<file path="src/rtl/mask_gen.sv">
// ---------------------------------------------------------------------------
// mask_gen
//
// Transmit-side companion of the serial mask applier. It accepts a data word
// over a valid/ready handshake and compares it bit-serially against the last
// word it published. If any bit differs, it publishes a {mask, data} pair and
// fires a one-cycle start strobe for the applier. The pair is then held
// through a guard interval so the applier can finish its bit-serial update.
//
// Parameters
//   DATA_LEN   data word width
//   MASK_LEN   mask width, must equal DATA_LEN
//   GUARD_CYC  hold cycles after the strobe, must be >= DATA_LEN+2
//
// Ports
//   clk_i              clock
//   rst_N_i            asynchronous active-low reset
//   data_valid_i       source has a word
//   data_i             source word
//   data_ready_o       block can accept a word (IDLE only)
//   mask_o             bits that differ from the previously published word
//   data_o             published word
//   outsignal_pulse_o  one-cycle start strobe to the applier
//   busy_o             high in every state except IDLE
//   change_cnt_o       number of ones in mask_o (only with MASK_GEN_CHGCNT_EN)
//
// Optional feature
//   Define MASK_GEN_CHGCNT_EN to add change_cnt_o and its accumulator.
// ---------------------------------------------------------------------------
module mask_gen #(
    parameter int DATA_LEN  = 8,
    parameter int MASK_LEN  = 8,
    parameter int GUARD_CYC = 10
) (
    input  logic                clk_i,
    input  logic                rst_N_i,
    input  logic                data_valid_i,
    input  logic [DATA_LEN-1:0] data_i,
    output logic                data_ready_o,
    output logic [MASK_LEN-1:0] mask_o,
    output logic [DATA_LEN-1:0] data_o,
    output logic                outsignal_pulse_o,
    output logic                busy_o
`ifdef MASK_GEN_CHGCNT_EN
    ,
    output logic [$clog2(DATA_LEN+1)-1:0] change_cnt_o
`endif
);

    localparam int BIT_W   = (DATA_LEN > 1) ? $clog2(DATA_LEN) : 1;
    localparam int GUARD_W = (GUARD_CYC > 1) ? $clog2(GUARD_CYC) : 1;

    typedef enum logic [2:0] {
        ST_INIT,
        ST_IDLE,
        ST_SCAN,
        ST_EMIT,
        ST_GUARD
    } state_t;

    state_t               state;
    state_t               state_nxt;

    logic [DATA_LEN-1:0]  ref_reg;
    logic [DATA_LEN-1:0]  data_latch;
    logic [MASK_LEN-1:0]  scan_mask;
    logic [MASK_LEN-1:0]  scan_mask_nxt;
    logic [BIT_W-1:0]     bit_cnt;
    logic [GUARD_W-1:0]   guard_cnt;
    logic                 diff_bit;
    logic                 last_bit;
    logic                 emit_hit;

`ifdef MASK_GEN_CHGCNT_EN
    logic [$clog2(DATA_LEN+1)-1:0] chg_acc;
    logic [$clog2(DATA_LEN+1)-1:0] chg_acc_nxt;
`endif

    // Bit-serial compare of the latched word against the last published one.
    // The final scan step folds in the last bit combinationally, so the
    // "anything changed" decision is already known at the edge that enters
    // EMIT. That lets the pair and the strobe be valid from the very start of
    // the EMIT cycle.
    assign diff_bit = data_latch[bit_cnt] ^ ref_reg[bit_cnt];
    assign last_bit = (bit_cnt == BIT_W'(DATA_LEN - 1));
    assign emit_hit = last_bit && (scan_mask_nxt != '0);

    always_comb begin
        scan_mask_nxt          = scan_mask;
        scan_mask_nxt[bit_cnt] = diff_bit;
    end

`ifdef MASK_GEN_CHGCNT_EN
    // Running count of differing bits, including the bit scanned this cycle.
    assign chg_acc_nxt = chg_acc + $bits(chg_acc)'(diff_bit);
`endif

    // State register.
    always_ff @(posedge clk_i or negedge rst_N_i) begin
        if (!rst_N_i) begin
            state <= ST_INIT;
        end else begin
            state <= state_nxt;
        end
    end

    // Next-state logic. EMIT goes to GUARD only when a strobe was issued;
    // the strobe flop doubles as the record of that decision.
    always_comb begin
        state_nxt = state;
        unique case (state)
            ST_INIT:  state_nxt = ST_IDLE;
            ST_IDLE:  if (data_valid_i) state_nxt = ST_SCAN;
            ST_SCAN:  if (last_bit) state_nxt = ST_EMIT;
            ST_EMIT:  state_nxt = outsignal_pulse_o ? ST_GUARD : ST_IDLE;
            ST_GUARD: if (guard_cnt == GUARD_W'(GUARD_CYC - 1)) state_nxt = ST_IDLE;
            default:  state_nxt = ST_INIT;
        endcase
    end

    // Handshake outputs, decoded from the registered state only.
    always_comb begin
        data_ready_o = (state == ST_IDLE);
        busy_o       = (state != ST_IDLE);
    end

    // Datapath. The published pair and ref_reg move together so the block's
    // notion of "last published word" always matches what the applier holds;
    // reset clears ref_reg to 0 in step with the applier's own reset.
    always_ff @(posedge clk_i or negedge rst_N_i) begin
        if (!rst_N_i) begin
            ref_reg           <= '0;
            data_latch        <= '0;
            scan_mask         <= '0;
            bit_cnt           <= '0;
            guard_cnt         <= '0;
            mask_o            <= '0;
            data_o            <= '0;
            outsignal_pulse_o <= 1'b0;
`ifdef MASK_GEN_CHGCNT_EN
            chg_acc           <= '0;
            change_cnt_o      <= '0;
`endif
        end else begin
            outsignal_pulse_o <= 1'b0;
            unique case (state)
                ST_IDLE: begin
                    if (data_valid_i) begin
                        data_latch <= data_i;
                        scan_mask  <= '0;
                        bit_cnt    <= '0;
`ifdef MASK_GEN_CHGCNT_EN
                        chg_acc    <= '0;
`endif
                    end
                end
                ST_SCAN: begin
                    scan_mask <= scan_mask_nxt;
                    bit_cnt   <= last_bit ? '0 : bit_cnt + BIT_W'(1);
`ifdef MASK_GEN_CHGCNT_EN
                    chg_acc   <= chg_acc_nxt;
`endif
                    if (emit_hit) begin
                        mask_o            <= scan_mask_nxt;
                        data_o            <= data_latch;
                        ref_reg           <= data_latch;
                        outsignal_pulse_o <= 1'b1;
`ifdef MASK_GEN_CHGCNT_EN
                        change_cnt_o      <= chg_acc_nxt;
`endif
                    end
                end
                ST_EMIT: begin
                    guard_cnt <= '0;
                end
                ST_GUARD: begin
                    guard_cnt <= guard_cnt + GUARD_W'(1);
                end
                default: begin
                end
            endcase
        end
    end

endmodule

</file>
<file path="config.mk">
export PLATFORM = sky130hd
export DESIGN_NAME = mask_gen
export DESIGN_NICKNAME = d
export VERILOG_FILES = /design/src/rtl/mask_gen.sv
export SDC_FILE = /design/constraint.sdc
export NUM_CORES = 1
export LEC_CHECK = 0
export BUFFER_PORTS_ARGS = -buffer_cell sky130_fd_sc_hd__buf_2
export CAP_MARGIN = 20
export CORE_MARGIN = 1
export CORE_UTILIZATION = 45
export CTS_CLUSTER_DIAMETER = 150
export DETAILED_ROUTE_END_ITERATION = 10
export PLACE_DENSITY_LB_ADDON = 0.3
export SYNTH_ARGS = -nofsm -noshare
export SYNTH_HDL_FRONTEND = slang
export SYNTH_SLANG_ARGS = --single-unit
</file>
<file path="constraint.sdc">
create_clock -name clk_i -period 3 [get_ports clk_i]
set_input_delay 0.6 -clock clk_i [delete_from_list [all_inputs] [get_ports clk_i]]
set_output_delay 0.6 -clock clk_i [all_outputs]
set_load 0.01 [all_outputs]
</file>
After elaboration in Yosys (flattened, before gate mapping) --
Cells that the tools add are included.
Storage, ports and cells: register bits 43, bits of input ports 11, output and inout port bits 19, word-level logic and storage cells 53
Cells by class: add/sub/neg operators 2, $lt $le $gt $ge 2, equality and inequality tests 10, mux-type cells 20, bitwise operators 1, reductions and logical operators 10
Operators with widths (count):
- 3-bit two-way mux | 6
- 8-bit case mux with 2 select lines | 1
- 3-bit case mux with 5 select lines | 1
- 8-bit bitwise mux | 1
- 8-bit two-way mux | 1
- 4-bit case mux with 2 select lines | 1
- 8-bit nonzero test | 1
- 1-bit binary-select mux with 3-bit select | 2
- 3-bit by 2-bit equality test with 1-bit output, second input constant | 2
- 3-bit equality test, second input constant | 2
- 2-bit inequality test, second input constant | 3
- 3-bit case mux with 2 select lines | 1
- 2-bit AND reduction | 3
- 1-bit two-way mux | 5
- 4-bit by 1-bit adder with 4-bit output, second input constant | 1
- 4-bit equality test, second input constant | 1
- 3-bit by 4-bit less-than comparator with 1-bit output, second input constant | 1
- 2-bit nonzero test | 2
- 3-bit by 1-bit adder with 3-bit output, second input constant | 1
- 1-bit demux with 3-bit select | 1
- 3-bit by 1-bit equality test with 1-bit output, second input constant | 1
- 3-bit by 1-bit >= comparator with 1-bit output, second input constant | 1
- 3-bit zero test | 1
- 3-bit by 1-bit inequality test with 1-bit output, second input constant | 1
- 3 further kinds | 4

Depth between registers and ports, before layout --
Gate-level depths: netlist (run 1).
depth in word-level cells 9, gate-level depth with buffers 8, gate-level depth less buffers 6

Worst setup path before layout (run 1) --
OpenSTA, ideal clock, no wires.
kind flip-flop to flip-flop, from reg bit_cnt[1], to reg ref_reg[7], library setup time 125 ps, arrival 2184 ps, data required time 2875 ps, path slack 691 ps, cell stages (with the launch flop) 9, buffers on the path 2, clock period less this slack 2309 ps, cells stage by stage dfrtp_1 -> buf_6 -> mux2_4 -> a32o_1 -> o21ai_0 -> nand3_2 -> a31oi_4 -> buf_6 -> mux2_4
Between the ends: longest elaborated chain between the ends 8, elaborated cells between the ends (all ways) 15, those cells by class 2 x order compare; 1 x eq/ne; 7 x mux; 1 x bitwise; 4 x reduce/logical
Ends and longest elaborated chain:
- start: declaration | RTL line 68 | logic [BIT_W-1:0] bit_cnt;
- start signal: assignment | RTL line 159 | bit_cnt <= last_bit ? '0 : bit_cnt + BIT_W'(1);
- 3-bit by 4-bit less-than comparator with 1-bit output (not written as such) or 3-bit by 1-bit >= comparator with 1-bit output (tied branches) | RTL line 90 | scan_mask_nxt[bit_cnt] = diff_bit;
- 1-bit logical AND (not written as such) | RTL line 90
- 1-bit two-way mux (not written as such) | RTL line 90
- 1-bit demux with 3-bit select | RTL line 90
- 8-bit bitwise mux | RTL line 90
- 8-bit nonzero test | RTL line 86 | assign emit_hit = last_bit && (scan_mask_nxt != '0);
- 1-bit logical AND * | RTL line 86
- 2-bit AND reduction (no line) *
- end signal: assignment | RTL line 166 | ref_reg <= data_latch;
- end: declaration | RTL line 64 | logic [DATA_LEN-1:0] ref_reg;
Mark *: on every way between the ends. The rest lies on a longest branch, timed or not. The select of a mux whose other input is x is not followed. A chain may end at the register's enable or synchronous reset.

Final worst setup path (run 1) --
from reg bit_cnt[1], to reg ref_reg[5]
The elaborated chain is that of the path after synthesis.

==> results of run 1 <==
## Yosys cell counts (3+ instances only)
cell type	number
mux2i_1	5
mux2_2	15
a31oi_1	4
o41ai_1	3
ha_1	4
o2bb2ai_1	4
nand2_1	10
a41oi_1	4
dfrtp_1	43
a21oi_1	9
nor2b_1	4
nand2b_1	5
clkbuf_1	9
o22ai_1	6
inv_1	13
nor2_1	14
a32o_1	9
o21ai_0	16
nor3_1	7
or2_2	3
## report_power, final
group	switching, mW	internal [mW]
Sequential	0.121	0.683
Combinational	0.479	0.330
Clock	0.205	0.248
## cell families (layout without fill, tap and decap cells)
logic type / count (synthesis) / count (layout) / synth area share (%)
AOI/OAI and AO/OA: 61 / 61 / 19.2
adders and majority gates: 4 / 4 / 2.20
buffers and inverters: 27 / 56 / 5.22
DFF: 43 / 43 / 47.3
muxes: 24 / 24 / 12.9
and+or+nand+nor: 57 / 57 / 13.2
## worst max-delay path by stage
stage	from	to	slack [ns]
6_report	bit_cnt[1]	ref_reg[5]	0.41
3_5_place_dp	bit_cnt[1]	ref_reg[5]	0.43
4_1_cts	bit_cnt[1]	ref_reg[5]	0.41
2_1_floorplan	bit_cnt[1]	ref_reg[7]	0.69
5_1_grt	bit_cnt[1]	ref_reg[5]	0.26
3_3_place_gp	bit_cnt[1]	ref_reg[3]	0.49
## worst max-delay path, cell delays in order (launching register included)
cell and delay, ns:
dfrtp_1 0.40, buf_4 0.21, and3b_1 0.23, a32o_1 0.23, o21ai_0 0.30, nand3_2 0.17, a31oi_4 0.53, mux2_2 0.40
## metal layers
layer / track usage [%] / vias to the layer above / part of all wire (%)
li1: - / 847 / -
met1: 29.2 / 852 / 49
met2: 30.1 / 56 / 46
met3: 4.28 / 5 / 4.9
met4: 5.66 / 0 / 0.89
met5: 0 / - / 0
## metrics by stage
stage | power (mW) | utilization, %
5_1_grt | 2.20 | 54.6
2_1_floorplan | 1.40 | -
3_5_place_dp | 1.61 | 51.7
3_3_place_gp | 1.59 | 51.7
4_1_cts | 2.07 | 54.0
6_report | 2.07 | 54.6
## area by class of cell
class	count	area, um2
timing repair buffer	35	210
clock inverter	3	43.8
multi-input combinational	146	1080
clock buffer	5	68.8
inverter	13	48.8
tap	67	83.8
sequential	43	1080
fill	440	2170
==> flow_summary.ini, run 1 <==
[clock_tree]
clock_sinks = 43
clkLatencyLatePin_ns = 0.30
postCtsHoldBufs = 0
root_buffer = clkbuf_8
cts_resized = 0
post_cts_buffers = 0
cts_buffers = 5
cts_max_level = 2
cts_tree = done
clockBufferDepth = 2
clkTransAtPathRegs_ns = 0.09

[sta]
period_minus_slack_ns = 2.59
fin_setup_tns_ns = 0
worst_pin_slew_ns = 0.584
hold_violations = 0
fin_ws_ns = 0.412
setup_viol = 0
rsz0062_at_grt = false
timing.final.crit_share_pct = 86.3
slew_headroom_pct = 61.1
hold_slack_ns = 0.265
final.setup_skew_ns = 0.00701
finalMaxSlewViolations = 0
fmax_ghz = 0.386

[drt]
drt-total-wl_mm = 4.81
viasPerCell = 5.64
drt_iter0_markers = 123
firstDrtPassIters = 4
drtAntennaViolNets = 0
vias = 1760
wl_per_cell_um = 15.4
drc = 0

[global_routing]
grt_pass1_wl_mm = 8.22
grt-ovfl-total = 0
grt_util_all_layers_pct = 20.1
antenna_found_initial = 0
grt_pass1_vias = 1668
grt_max_degree = 44

[critical_path]
arrival_ns = 2.78
worstSetupPathType = flip-flop to flip-flop
regToRegEndpoint = ref_reg[5]
cp_max_fo = 19
worstReg2RegStart = bit_cnt[1]
setup.worst_path.start_class = flip-flop
ff2ff_path_depth = 7
critPathRequiredTime_ns = 3.19
worstSetupEndpointType = flip-flop
r2r_slack_ns = 0.41

[synthesis]
ys_warn_count = 0
yosysUniqueCellTypes = 42
syn_avg_cell_area_um2 = 10.5
synth_area_um2 = 2280
synthArstFlopShare_pct = 100
synthCells = 216
synthesis.nets = 231
dominantRegCellSynth = dfrtp_1
synth_top_cell_area_share_pct = 47.3
synth-edff-count = 0
ys_seq_elements = 43
synth_area_leaders = dfrtp_1 (47%), mux2_2 (7.4%), a32o_1 (4.0%)
yosys.area.top_type = dfrtp_1
ys_seq_area_share_pct = 47.3

[power_and_ir_drop]
p_leak_nw = 1.17
power-per-cell-area_nw_per_um2 = 790
peakVddDrop_v = 0.000392

[die]
dieHeight_um = 73.1
dieArea_um2 = 5350
coreArea_um2 = 4790
start_util_pct = 47.6
die_w_um = 73.1
ios = 30
rows = 25

[place]
place.gp.congestion = 0.879
portBuffers = 29
dp_slack_ns = 0.427
dp.cells = 303
place_area_um2 = 2470
dp_hpwl_mm = 3.34

[final_layout]
num_antenna_cells = 0
stdcell_count = 312
design_area_um2 = 2610
layout_common_cells = dfrtp_1 (43), buf_2 (29), o21ai_0 (16)
final_common_cell = dfrtp_1
final_net_count = 259
area_growth_pct = 14.8
drive_gt1_share_pct = 27.8

[status]
status = completed

[hold_path]
hp-class = primary input to asynchronous set/reset pin

[job]
cap_violations = 0
Power figures use the tool's default switching activity.
==> inputs of run 2 (changes only) <==
--- a/config.mk
+++ b/config.mk
@@ -5,12 +5,12 @@
 export SDC_FILE = /design/constraint.sdc
 export NUM_CORES = 1
 export LEC_CHECK = 0
-export BUFFER_PORTS_ARGS = -buffer_cell sky130_fd_sc_hd__buf_2
 export CAP_MARGIN = 20
 export CORE_MARGIN = 1
-export CORE_UTILIZATION = 45
+export CORE_UTILIZATION = 55
 export CTS_CLUSTER_DIAMETER = 150
 export DETAILED_ROUTE_END_ITERATION = 10
+export DONT_BUFFER_PORTS = 1
 export PLACE_DENSITY_LB_ADDON = 0.3
 export SYNTH_ARGS = -nofsm -noshare
 export SYNTH_HDL_FRONTEND = slang
==> flow_summary.ini, run 2 (synthesized netlist as in run 1, its figures left out) <==
[status]
status = completed

[power_and_ir_drop]
p_leak_nw = 1.02
power-per-cell-area_nw_per_um2 = 835
p_total_mw = 2.03
peakVddDrop_v = 0.000531

[die]
ios = 30
coreArea_um2 = 4000
dieArea_um2 = 4400
start_util_pct = 56.9
dieHeight_um = 66.3
die_w_um = 66.3
rows = 23

[global_routing]
antenna_found_initial = 0
grt_use_met3_pct = 6.38
grt_max_degree = 44
grt-ovfl-total = 0
grt_pass1_wl_mm = 7.73
grt.busiest_layer = met2
grt_pass1_vias = 1618
grt_use_met2_pct = 38.3
grt_util_all_layers_pct = 23.4
grtUsageMet1_pct = 30.4

[place]
dp.cells = 256
place.gp.congestion = 0.922
portBuffers = 0
dp_hpwl_mm = 3.31

[sta]
hold_violations = 0
fin_setup_tns_ns = 0
period_minus_slack_ns = 2.66
rsz0062_at_grt = false
timing.final.crit_share_pct = 88.7
slew_headroom_pct = 59.7
setup_viol = 0
fmax_ghz = 0.376
worst_pin_slew_ns = 0.604
final.setup_skew_ns = 0.00796
finalMaxSlewViolations = 0

[final_layout]
fillers = 318
num_antenna_cells = 0
stdcell_count = 265
seqCellArea_um2 = 1080
multi_input_area_um2 = 1080
area_growth_pct = 6.81
layout_common_cells = dfrtp_1 (43), o21ai_0 (16), mux2_2 (15)
final_common_cell = dfrtp_1
final_util_pct = 60.8
final_net_count = 229
drive_gt1_share_pct = 17.7

[clock_tree]
post_cts_buffers = 0
clock_sinks = 43
cts_tree = done
cts_resized = 0
cts_max_level = 2
clkLatencyLatePin_ns = 0.29
postCtsHoldBufs = 1
cts_buffers = 5
clkTransAtPathRegs_ns = 0.09
root_buffer = clkbuf_8
clockBufferDepth = 2

[critical_path]
worstSetupPathType = flip-flop to flip-flop
critPathRequiredTime_ns = 3.18
r2r_slack_ns = 0.34
crit_end = ref_reg[4]
worstPathCellList = and3b_1 -> a32o_1 -> o21ai_0 -> nand3_2 -> a31oi_4 -> mux2_2
critPathLaunch = bit_cnt[2]
slowest_stage = dfrtp_1
path_delay_family = compound AO/OA/AOI/OAI gates
cp_slowest_stage_delay_ns = 0.60
worstSetupEndpointType = flip-flop
setup.worst_path.start_class = flip-flop
worstReg2RegStart = bit_cnt[2]
ff2ff_path_depth = 6
cp.depth = 6
cp_max_fo = 18
crit_buf_inv = 0
regToRegEndpoint = ref_reg[4]
arrival_ns = 2.84

[drt]
viasPerCell = 6.39
drc = 0
vias = 1694
firstDrtPassIters = 4
drtAntennaViolNets = 0
drt-total-wl_mm = 4.68
drt_iter0_markers = 72
wl_per_cell_um = 17.7

[job]
cap_violations = 0

[hold_path]
hp-class = primary input to asynchronous set/reset pin
[run 2: cell count changes in the layout (fill, tap and decap cells not counted), sizes merged]
cell / change
buf: -30
[run 2: metal layers]
| layer | up-vias | part of all wire [%] |
|---|---|---|
| met3 | 4 | 7.1 |
| met5 | - | 0 |
| met4 | 0 | 0.77 |
| li1 | 795 | - |
| met1 | 837 | 43 |
| met2 | 58 | 50 |
[run 2: area by class of cell]
class                      instances  share of cell area (%)
tap                               50                    2.57
inverter                          13                    2.01
clock buffer                       5                    2.83
multi-input combinational        146                    44.5
timing repair buffer               5                    2.06
clock inverter                     3                    1.80
sequential                        43                    44.2
[run 2: worst min path at each step]
| stage | depth (start not counted) | start | end | slack [ns] |
|---|---|---|---|---|
| floorplan | 0 | rst_N_i | bit_cnt[0] | 0.30 |
| global placement | 0 | rst_N_i | guard_cnt[2] | 0.31 |
| global route | 1 | rst_N_i | guard_cnt[0] | 0.16 |
| finish | 1 | rst_N_i | mask_o[3] | 0.14 |
| detailed placement | 0 | rst_N_i | guard_cnt[2] | 0.31 |
| CTS | 1 | rst_N_i | mask_o[3] | 0.16 |
[run 2: where the power goes]
part	leakage (nW)	switching, mW	internal (mW)	total, mW
Combinational	0.385	0.456	0.307	0.763
Sequential	0.577	0.132	0.683	0.814
Clock	0.0581	0.205	0.248	0.453
[run 2: per-stage QoR]
step           hold WS [ns]  cell area, um2  setup WS, ns
2_1_floorplan         0.304            2280         0.691
3_3_place_gp          0.305            2300         0.500
3_5_place_dp          0.305            2300         0.380
4_1_cts               0.156            2430         0.362
5_1_grt               0.161            2430         0.176
6_report              0.142            2430         0.340
[run 2: worst register-to-register path: cells and delay by family (launching register included)]
kind,cells,cell delay (ns)
compound gates,3,1.02
mux,1,0.40
flops,1,0.60
simple gates,2,0.53
